<file path="src/rtl/seven_segment_mux_driver.sv">
// seven_segment_mux_driver
//
// Time-multiplexed driver for NUM_DIGITS common-anode seven-segment digits
// sharing one cathode bus. Each digit owns a slot of DIGIT_PERIOD_CYCLES
// clocks. The first BLANK_CYCLES of every slot are fully dark so the previous
// digit's segments cannot ghost onto the next one. Display data is
// double-buffered: load_i fills a pending buffer, and the pending buffer is
// promoted to the active buffer only at the end of a full scan. The visible
// value therefore never tears mid-frame.
//
// Ports:
//   clk           system clock
//   rst           asynchronous, active-high reset
//   digits_i      4 bits per digit, digit i = digits_i[4i+3:4i] (MSD on top)
//   dots_i        per-digit decimal point (1 = lit)
//   digit_en_i    per-digit enable (0 = digit dark)
//   lz_blank_i    1 = suppress leading zeros
//   load_i        1-cycle strobe, captures the four inputs above
//   anodes_o      active-low digit selects
//   cathodes_o    active-low segments, [7:0] = CA,CB,CC,CD,CE,CF,CG,DP
//   frame_done_o  1-cycle pulse after the last cycle of each full scan
//
// Handshake: load_i is a plain strobe with no back-pressure. Every cycle in
// which it is high overwrites the pending buffer, so the last load in a frame
// wins. A load in the frame-boundary cycle also goes straight to the active
// buffer.

module seven_segment_mux_driver #(
  parameter int NUM_DIGITS          = 4,
  parameter int DIGIT_PERIOD_CYCLES = 100000,
  parameter int BLANK_CYCLES        = 16,
  parameter bit HEX_EN              = 1'b1
) (
  input  logic                    clk,
  input  logic                    rst,
  input  logic [4*NUM_DIGITS-1:0] digits_i,
  input  logic [NUM_DIGITS-1:0]   dots_i,
  input  logic [NUM_DIGITS-1:0]   digit_en_i,
  input  logic                    lz_blank_i,
  input  logic                    load_i,
  output logic [NUM_DIGITS-1:0]   anodes_o,
  output logic [7:0]              cathodes_o,
  output logic                    frame_done_o
);

  // Parameter legality: any violation stops elaboration.
  generate
    if (NUM_DIGITS < 1 || NUM_DIGITS > 16) begin : g_bad_num_digits
      $error("NUM_DIGITS must be in 1..16");
    end
    if (DIGIT_PERIOD_CYCLES < 2) begin : g_bad_period
      $error("DIGIT_PERIOD_CYCLES must be at least 2");
    end
    if (BLANK_CYCLES < 0 || BLANK_CYCLES >= DIGIT_PERIOD_CYCLES) begin : g_bad_blank
      $error("BLANK_CYCLES must be in 0..DIGIT_PERIOD_CYCLES-1");
    end
  endgenerate

  localparam int CNT_W = $clog2(DIGIT_PERIOD_CYCLES);
  // A single digit still needs a 1-bit index to stay a legal vector.
  localparam int IDX_W = (NUM_DIGITS > 1) ? $clog2(NUM_DIGITS) : 1;

  localparam logic [CNT_W-1:0] CNT_LAST = CNT_W'(DIGIT_PERIOD_CYCLES - 1);
  localparam logic [IDX_W-1:0] IDX_LAST = IDX_W'(NUM_DIGITS - 1);

  typedef struct packed {
    logic [4*NUM_DIGITS-1:0] digits;
    logic [NUM_DIGITS-1:0]   dots;
    logic [NUM_DIGITS-1:0]   en;
    logic                    lz;
  } disp_buf_t;

  // Segment patterns CA..CG, active low.
  function automatic logic [6:0] decode(input logic [3:0] v);
    logic [6:0] seg;
    seg = 7'h7F;
    case (v)
      4'h0: seg = 7'b0000001;
      4'h1: seg = 7'b1001111;
      4'h2: seg = 7'b0010010;
      4'h3: seg = 7'b0000110;
      4'h4: seg = 7'b1001100;
      4'h5: seg = 7'b0100100;
      4'h6: seg = 7'b0100000;
      4'h7: seg = 7'b0001111;
      4'h8: seg = 7'b0000000;
      4'h9: seg = 7'b0000100;
      4'hA: seg = HEX_EN ? 7'b0001000 : 7'h7F;
      4'hB: seg = HEX_EN ? 7'b1100000 : 7'h7F;
      4'hC: seg = HEX_EN ? 7'b0110001 : 7'h7F;
      4'hD: seg = HEX_EN ? 7'b1000010 : 7'h7F;
      4'hE: seg = HEX_EN ? 7'b0110000 : 7'h7F;
      4'hF: seg = HEX_EN ? 7'b0111000 : 7'h7F;
      default: seg = 7'h7F;
    endcase
    return seg;
  endfunction

  logic [CNT_W-1:0]      cnt_q, cnt_d;
  logic [IDX_W-1:0]      idx_q, idx_d;
  disp_buf_t             pend_q, act_q, live_buf;
  logic [NUM_DIGITS-1:0] anodes_q, anodes_d;
  logic [7:0]            cathodes_q, cathodes_d;
  logic                  frame_done_q;
  logic                  frame_end;

  assign live_buf  = '{digits: digits_i, dots: dots_i, en: digit_en_i, lz: lz_blank_i};
  assign frame_end = (idx_q == IDX_LAST) && (cnt_q == CNT_LAST);

  // Slot counter and digit index.
  always_comb begin
    cnt_d = cnt_q + 1'b1;
    idx_d = idx_q;
    if (cnt_q == CNT_LAST) begin
      cnt_d = '0;
      idx_d = (idx_q == IDX_LAST) ? '0 : idx_q + 1'b1;
    end
  end

  // Leading-zero suppression over the active buffer. Scanning from the top
  // digit down, zero_above stays set while every higher digit is 0 or off.
  logic [NUM_DIGITS-1:0] supp;
  logic                  zero_above;
  logic                  val_zero;

  always_comb begin
    supp       = '0;
    zero_above = 1'b1;
    val_zero   = 1'b0;
    for (int i = NUM_DIGITS - 1; i >= 0; i--) begin
      val_zero   = (act_q.digits[4*i +: 4] == 4'h0);
      supp[i]    = act_q.lz && val_zero && zero_above && (i != 0);
      zero_above = zero_above && (val_zero || !act_q.en[i]);
    end
  end

  // Output image for the current (idx, cnt). It is registered below, so the
  // pins show it one cycle later.
  logic [3:0] cur_val;
  logic       cur_dot;
  logic       cur_lit;

  always_comb begin
    cur_val    = act_q.digits[4*int'(idx_q) +: 4];
    cur_dot    = act_q.dots[idx_q];
    // A suppressed digit keeps its anode on only to show a set dot.
    cur_lit    = act_q.en[idx_q] && (!supp[idx_q] || cur_dot);
    anodes_d   = '1;
    cathodes_d = 8'hFF;
    if (int'(cnt_q) >= BLANK_CYCLES && cur_lit) begin
      anodes_d[idx_q] = 1'b0;
      cathodes_d      = {(supp[idx_q] ? 7'h7F : decode(cur_val)), ~cur_dot};
    end
  end

  always_ff @(posedge clk or posedge rst) begin
    if (rst) begin
      cnt_q        <= '0;
      idx_q        <= '0;
      pend_q       <= '0;
      act_q        <= '0;
      anodes_q     <= '1;
      cathodes_q   <= 8'hFF;
      frame_done_q <= 1'b0;
    end else begin
      cnt_q        <= cnt_d;
      idx_q        <= idx_d;
      anodes_q     <= anodes_d;
      cathodes_q   <= cathodes_d;
      frame_done_q <= frame_end;
      if (load_i) begin
        pend_q <= live_buf;
      end
      // A load in the boundary cycle bypasses pending so it is not lost.
      if (frame_end) begin
        act_q <= load_i ? live_buf : pend_q;
      end
    end
  end

  assign anodes_o     = anodes_q;
  assign cathodes_o   = cathodes_q;
  assign frame_done_o = frame_done_q;

endmodule

</file>
<file path="config.mk">
export PLATFORM = sky130hd
export DESIGN_NAME = seven_segment_mux_driver
export DESIGN_NICKNAME = d
export VERILOG_FILES = /design/src/rtl/seven_segment_mux_driver.sv
export SDC_FILE = /design/constraint.sdc
export NUM_CORES = 1
export LEC_CHECK = 0
export ABC_AREA = 1
export BUFFER_PORTS_ARGS = -buffer_cell sky130_fd_sc_hd__buf_2
export CORE_MARGIN = 1.5
export CORE_UTILIZATION = 55
export CTS_BUF_LIST = sky130_fd_sc_hd__clkbuf_8
export DETAILED_ROUTE_END_ITERATION = 7
export PLACE_DENSITY = 0.78
export SETUP_SLACK_MARGIN = 0.4
export SYNTH_ARGS = -nofsm -noshare
export SYNTH_HDL_FRONTEND = slang
export SYNTH_SLANG_ARGS = --single-unit
</file>
<file path="constraint.sdc">
create_clock -name clk -period 2.6 [get_ports clk]
set_input_delay 0.52 -clock clk [delete_from_list [all_inputs] [get_ports clk]]
set_output_delay 0.52 -clock clk [all_outputs]
set_load 0.1 [all_outputs]
</file>
; ---- After elaboration in Yosys (flattened, before gate mapping)
; Memory sizes are Yosys's and may differ from the RTL's.
; Index checks and enable logic that the tools add are counted.
[op_classes]
n_reduce_logical = 19
div = 0
multipliers = 0
n_eq_ne = 2
bitwise_logic = 2
n_mux = 14
add_sub_neg = 2
order_cmp = 3
shifts = 1
[ops]
columns = operator, n
row1 = 25-bit two-way mux, 1
row2 = "17-bit by 1-bit adder with 17-bit output, second input constant", 1
row3 = "17-bit == test, second input constant", 1
row4 = "17-bit by 5-bit >= comparator with 1-bit output, second input constant", 1
row5 = 17-bit two-way mux, 1
row6 = 16-bit by 5-bit indexed part select with 4-bit output, 1
row7 = 4-bit logical NOT, 3
row8 = 1-bit logical AND, 10
row9 = 8-bit two-way mux, 1
row10 = 7-bit two-way mux, 1
row11 = 1-bit binary-select mux with 2-bit select, 3
row12 = 1-bit two-way mux, 4
row13 = 4-bit two-way mux, 1
row14 = 4-bit NOT, 1
row15 = 1-bit logical NOT, 3
row16 = 1-bit logical OR, 3
row17 = "2-bit by 3-bit less-than comparator with 1-bit output, second input constant", 1
row18 = "2-bit by 1-bit adder with 2-bit output, second input constant", 1
row19 = 1-bit demux with 2-bit select, 1
row20 = "2-bit == test, second input constant", 1
row21 = "2-bit by 1-bit >= comparator with 1-bit output, second input constant", 1
row22 = 2-bit two-way mux, 1
row23 = 1-bit NOT, 1
[totals]
mem_count = 1
latch_bits = 0
romBits = 112
ff_bits = 82
ramBits = 0
out_inout_bits = 13
[memory_table]
columns = name, depth, width, read_ports, rd_clocked_by_memory_dff, write_ports, line_no
row1 = (no name shown), 16, 7, 1, 0, 0, 77  ; case (v)

; ---- Logic depth before layout (Yosys ltp)
[depth]
word_depth = 11
ltp_mapped = 12

; ---- Least setup slack after synthesis
; Ideal clock, no wire load.
[synth_path]
kind = flip-flop to flip-flop
start = register idx_q[0]
end = register cathodes_q[4] (netlist: cathodes_o[4])
slack_ps = 857
stages_incl_launch_ff = 12
arrival_ps = 1666
n_path_buf = 2
synth_period_minus_slack_ps = 1743
required_time_ps = 2523
cell_sequence = dfrtp_1 buf_2 buf_2 o21ai_0 nand2_1 nand2_1 inv_1 ha_1 nand3_1 nand3_1 nor2_1 nand2_1
[synth_via]
elab_chain_cells = 7
[synth_lines]
columns = element, line_no
row1 = from (decl), 100  ; logic [IDX_W-1:0] idx_q, idx_d;
row2 = from (signal assigned), 167  ; idx_q <= idx_d;
row3 = branches (longest 6 deep; another with memory 16 x 7 bit), -
row4 = 8-bit two-way mux (*), 150  ; if (int'(cnt_q) >= BLANK_CYCLES && cur_lit) begin
row5 = via cathodes_d[4], 103  ; logic [7:0] cathodes_q, cathodes_d;
row6 = to (signal assigned), 169  ; cathodes_q <= cathodes_d;
row7 = to (decl), 103
; Mark *: on every way through the listed nets, which the timed path passes. The select of a mux whose other input is x is not followed.
; A chain may end at the register's enable or synchronous reset.

; ---- Final worst setup path
[layout_path]
start = register idx_q[0]
end = register cathodes_q[2] (netlist: cathodes_o[2])
; The elaborated chain is that of the path after synthesis.

==> summary.txt <==
Clocking
  – CTS Buf Count: 9
  – Worst-path clk slew: roughly 0.08 ns
  – Max clock buf depth: 2
  – H-Tree Depth: 3
  – CTS tree: done
  – Cts hold-fix bufs: 0
  – Root buf cell: clkbuf_8
  – Clk_lat worst skew: approximately 0.35 ns
  – Clk sink count: 82

Route
  – Initial drt markers: 164
  – Mean routed wirelength per cell: 13.2 um
  – DRC: 0
  – Detail Route met2 WL: 3790 um
  – Top Layer Used: met4
  – DR vias/cell: roughly 5.2
  – DR WL met3: 460 um
  – Pre-Repair DR Iteration Count: 4
  – Met1 wire length: about 3600 um
  – Antenna viol nets, final: 0
  – Via count: 3109
  – Drt total wl: 7920 um

Placement
  – IO Port Bufs: 40
  – Placer Congestion: 0.889
  – DP Cell Count: 582
  – Dpl hpwl: 5640 um
  – Cell Area, Placed: 4240 um2
  – DP Worst Slack: 0.498 ns

STA
  – # setup viols final: 0
  – Fin crit period: 1.95 ns
  – Hold Slack: about 0.29 ns
  – Worst slew margin: 0.600
  – Slew Viols, Final: 0
  – Highest clock rate: 514 MHz
  – RSZ-0062 raised after global routing: no
  – Worst slew pin tran: 0.598 ns
  – Fin worst setup slack: about 0.65 ns
  – Setup TNS: 0 ns
  – Period utilization: 0.748
  – Clk_skew: 0.0124 ns
  – Count of final hold-check violations: 0

Yosys
  – Syn Inst Count: 458
  – Synth cell count leaders: nand2_1, dfrtp_1, nor2_1
  – Mean post-synth cell area: 8.68 um2
  – Cell type with the largest total area after synthesis: dfrtp_1
  – Count leader, synth: nand2_1
  – Seq/Total Area, Yosys: 0.520
  – Synthesized flop and latch total: 82
  – Post-synth net total: between 400 and 500
  – Cell area after synthesis: 3980 um2
  – Synth cell types: 21
  – Synthesis Warnings: 0
  – Number of synthesized flops with an enable pin: 0
  – Synth top area share: 0.440
  – Asr flop ratio synth: 1.00
  – Ranking of synthesized cells by area: dfrtp_1, nand2_1, dfstp_2, mux2_2, nand3_1
  – Top FF cell, synth: dfrtp_1

Cells and area
  – P&R area growth vs syn: 11.5%
  – Ant. Diodes: 0
  – Fillers: 617
  – Non-Filler Instances: between 500 and 600
  – Final Util: 0.642
  – Reg area: slightly above 2000 um2
  – Final instance area: approximately 4400 um2
  – Layout cells sized above 1: 0.199
  – Multi-input logic area: ~1700 um2
  – Net count, final: 537

Global route
  – Vias in the first global route: 3085
  – Remaining global-route overflow: 0
  – First-pass GRT wire length: 13900 um
  – GRT Total Usage: 0.233
  – Initial antenna violation count: 0
  – Largest net degree at the start of global routing: 83

Pwr
  – VDD IR max: 0.308 mV
  – Total power: 2.29 mW
  – LEAKAGE: 2.22 nW
  – Power Density: 517 nW/um2

Critical path
  – Crit path max fanout: 19
  – CP Data Arrival Time: 2.23 ns
  – WP data required: 2.88 ns
  – Kind of critical path: flip-flop to flip-flop
  – Critical Path Sink Type: flip-flop
  – CP startpoint kind: flip-flop

Die
  – I/O Pins: 41
  – Row count: 30
  – Total Die Area: about 7800 um2
  – Die Ht: 88.0 um
  – CORE AREA: 6910 um2
  – Die W: 88.0 um
  – Initial Util: 0.576

Flow run
  – Max-Cap Viols: 0

Hold path
  – Type of the tightest min-delay check: input port to asynchronous set/reset pin

Outcome
  – Run status: finished, final reports clean
## layout by cell type, fill, tap and decap left out, drive strengths merged
cell type  Yosys  layout
xor2           8       8
mux2          25      25
clkinvlp       0       2
buf           13      41
nand4         11      11
clkbuf         0       9
nand3         38      38
dfstp         12      12
o21ai          9       9
nand2        159     159
clkinv         0       1
ha            12      12
a21oi          6       6
dfrtp         70      70
bufinv         0       1
inv           41      44
nor2          40      40
and3           4       4
nor3          10      10
## state kept, by name, summed over array words and instances, names as in the netlist
name          flops
act_q            25
anodes_o          4
cathodes_o        8
cnt_q            17
frame_done_o      1
idx_q             2
pend_q           25
## repair_timing
| action | in CTS | in global routing |
|---|---|---|
| gates resized for setup | 0 | 3 |
| setup buffers | 0 | 0 |
| endpoints found under the setup margin | 0 | 30 |
## layout make-up
type                       instances  area share
clock inverter                     7      0.0130
multi-input combinational        322       0.380
tap                               96      0.0271
sequential                        82       0.467
timing repair buffer              41      0.0497
clock buffer                       9      0.0279
inverter                          41      0.0356
## worst paths after layout
kind                         startpoint  cells past startpoint            end  slack (ns)
max                            idx_q[0]                     10  cathodes_o[2]        0.65
min                                 rst                      3       cnt_q[2]        0.29
max reg2reg                    idx_q[0]                     10  cathodes_o[2]        0.65
min reg2reg                    act_q[1]                      2       act_q[1]        0.48
max in group asynchronous           rst                      3  cathodes_o[0]        1.96
min in group clk           digits_i[10]                      2     pend_q[19]        0.42
## critical path, cell delays in order, from the launching register on
cell,delay (ns)
dfrtp_2,0.53
inv_2,0.26
nand2_1,0.08
nand3_1,0.08
nand2_1,0.16
inv_1,0.14
ha_1,0.19
nand3_1,0.15
a21oi_1,0.18
nor2_1,0.05
nand2_1,0.06
## cells by family after synthesis
kind of cell             Yosys count  synth area share
AND/OR/NAND/NOR                  262             0.276
flip-flops                        82             0.520
buffers and inverters             54            0.0588
multiplexers                      25            0.0708
AO/OA/AOI/OAI                     15            0.0189
adder cells (fa/ha/maj)           12            0.0377
XOR/XNOR                           8            0.0176
## layer usage
| metal | global-route usage | up-vias |
|---|---|---|
| met5 | 0 | - |
| met4 | 0.114 | 0 |
| met3 | 0.0443 | 10 |
| met2 | 0.366 | 87 |
| met1 | 0.311 | 1484 |
| li1 | - | 1528 |
## where the power goes
part | switching (mW) | leakage (nW) | total, mW | internal [mW]
registers | 0.00933 | 0.898 | 1.32 | 1.31
clock network | 0.432 | 0.104 | 0.861 | 0.429
logic | 0.0557 | 1.22 | 0.108 | 0.0524
(Power assumes the default switching activity.)
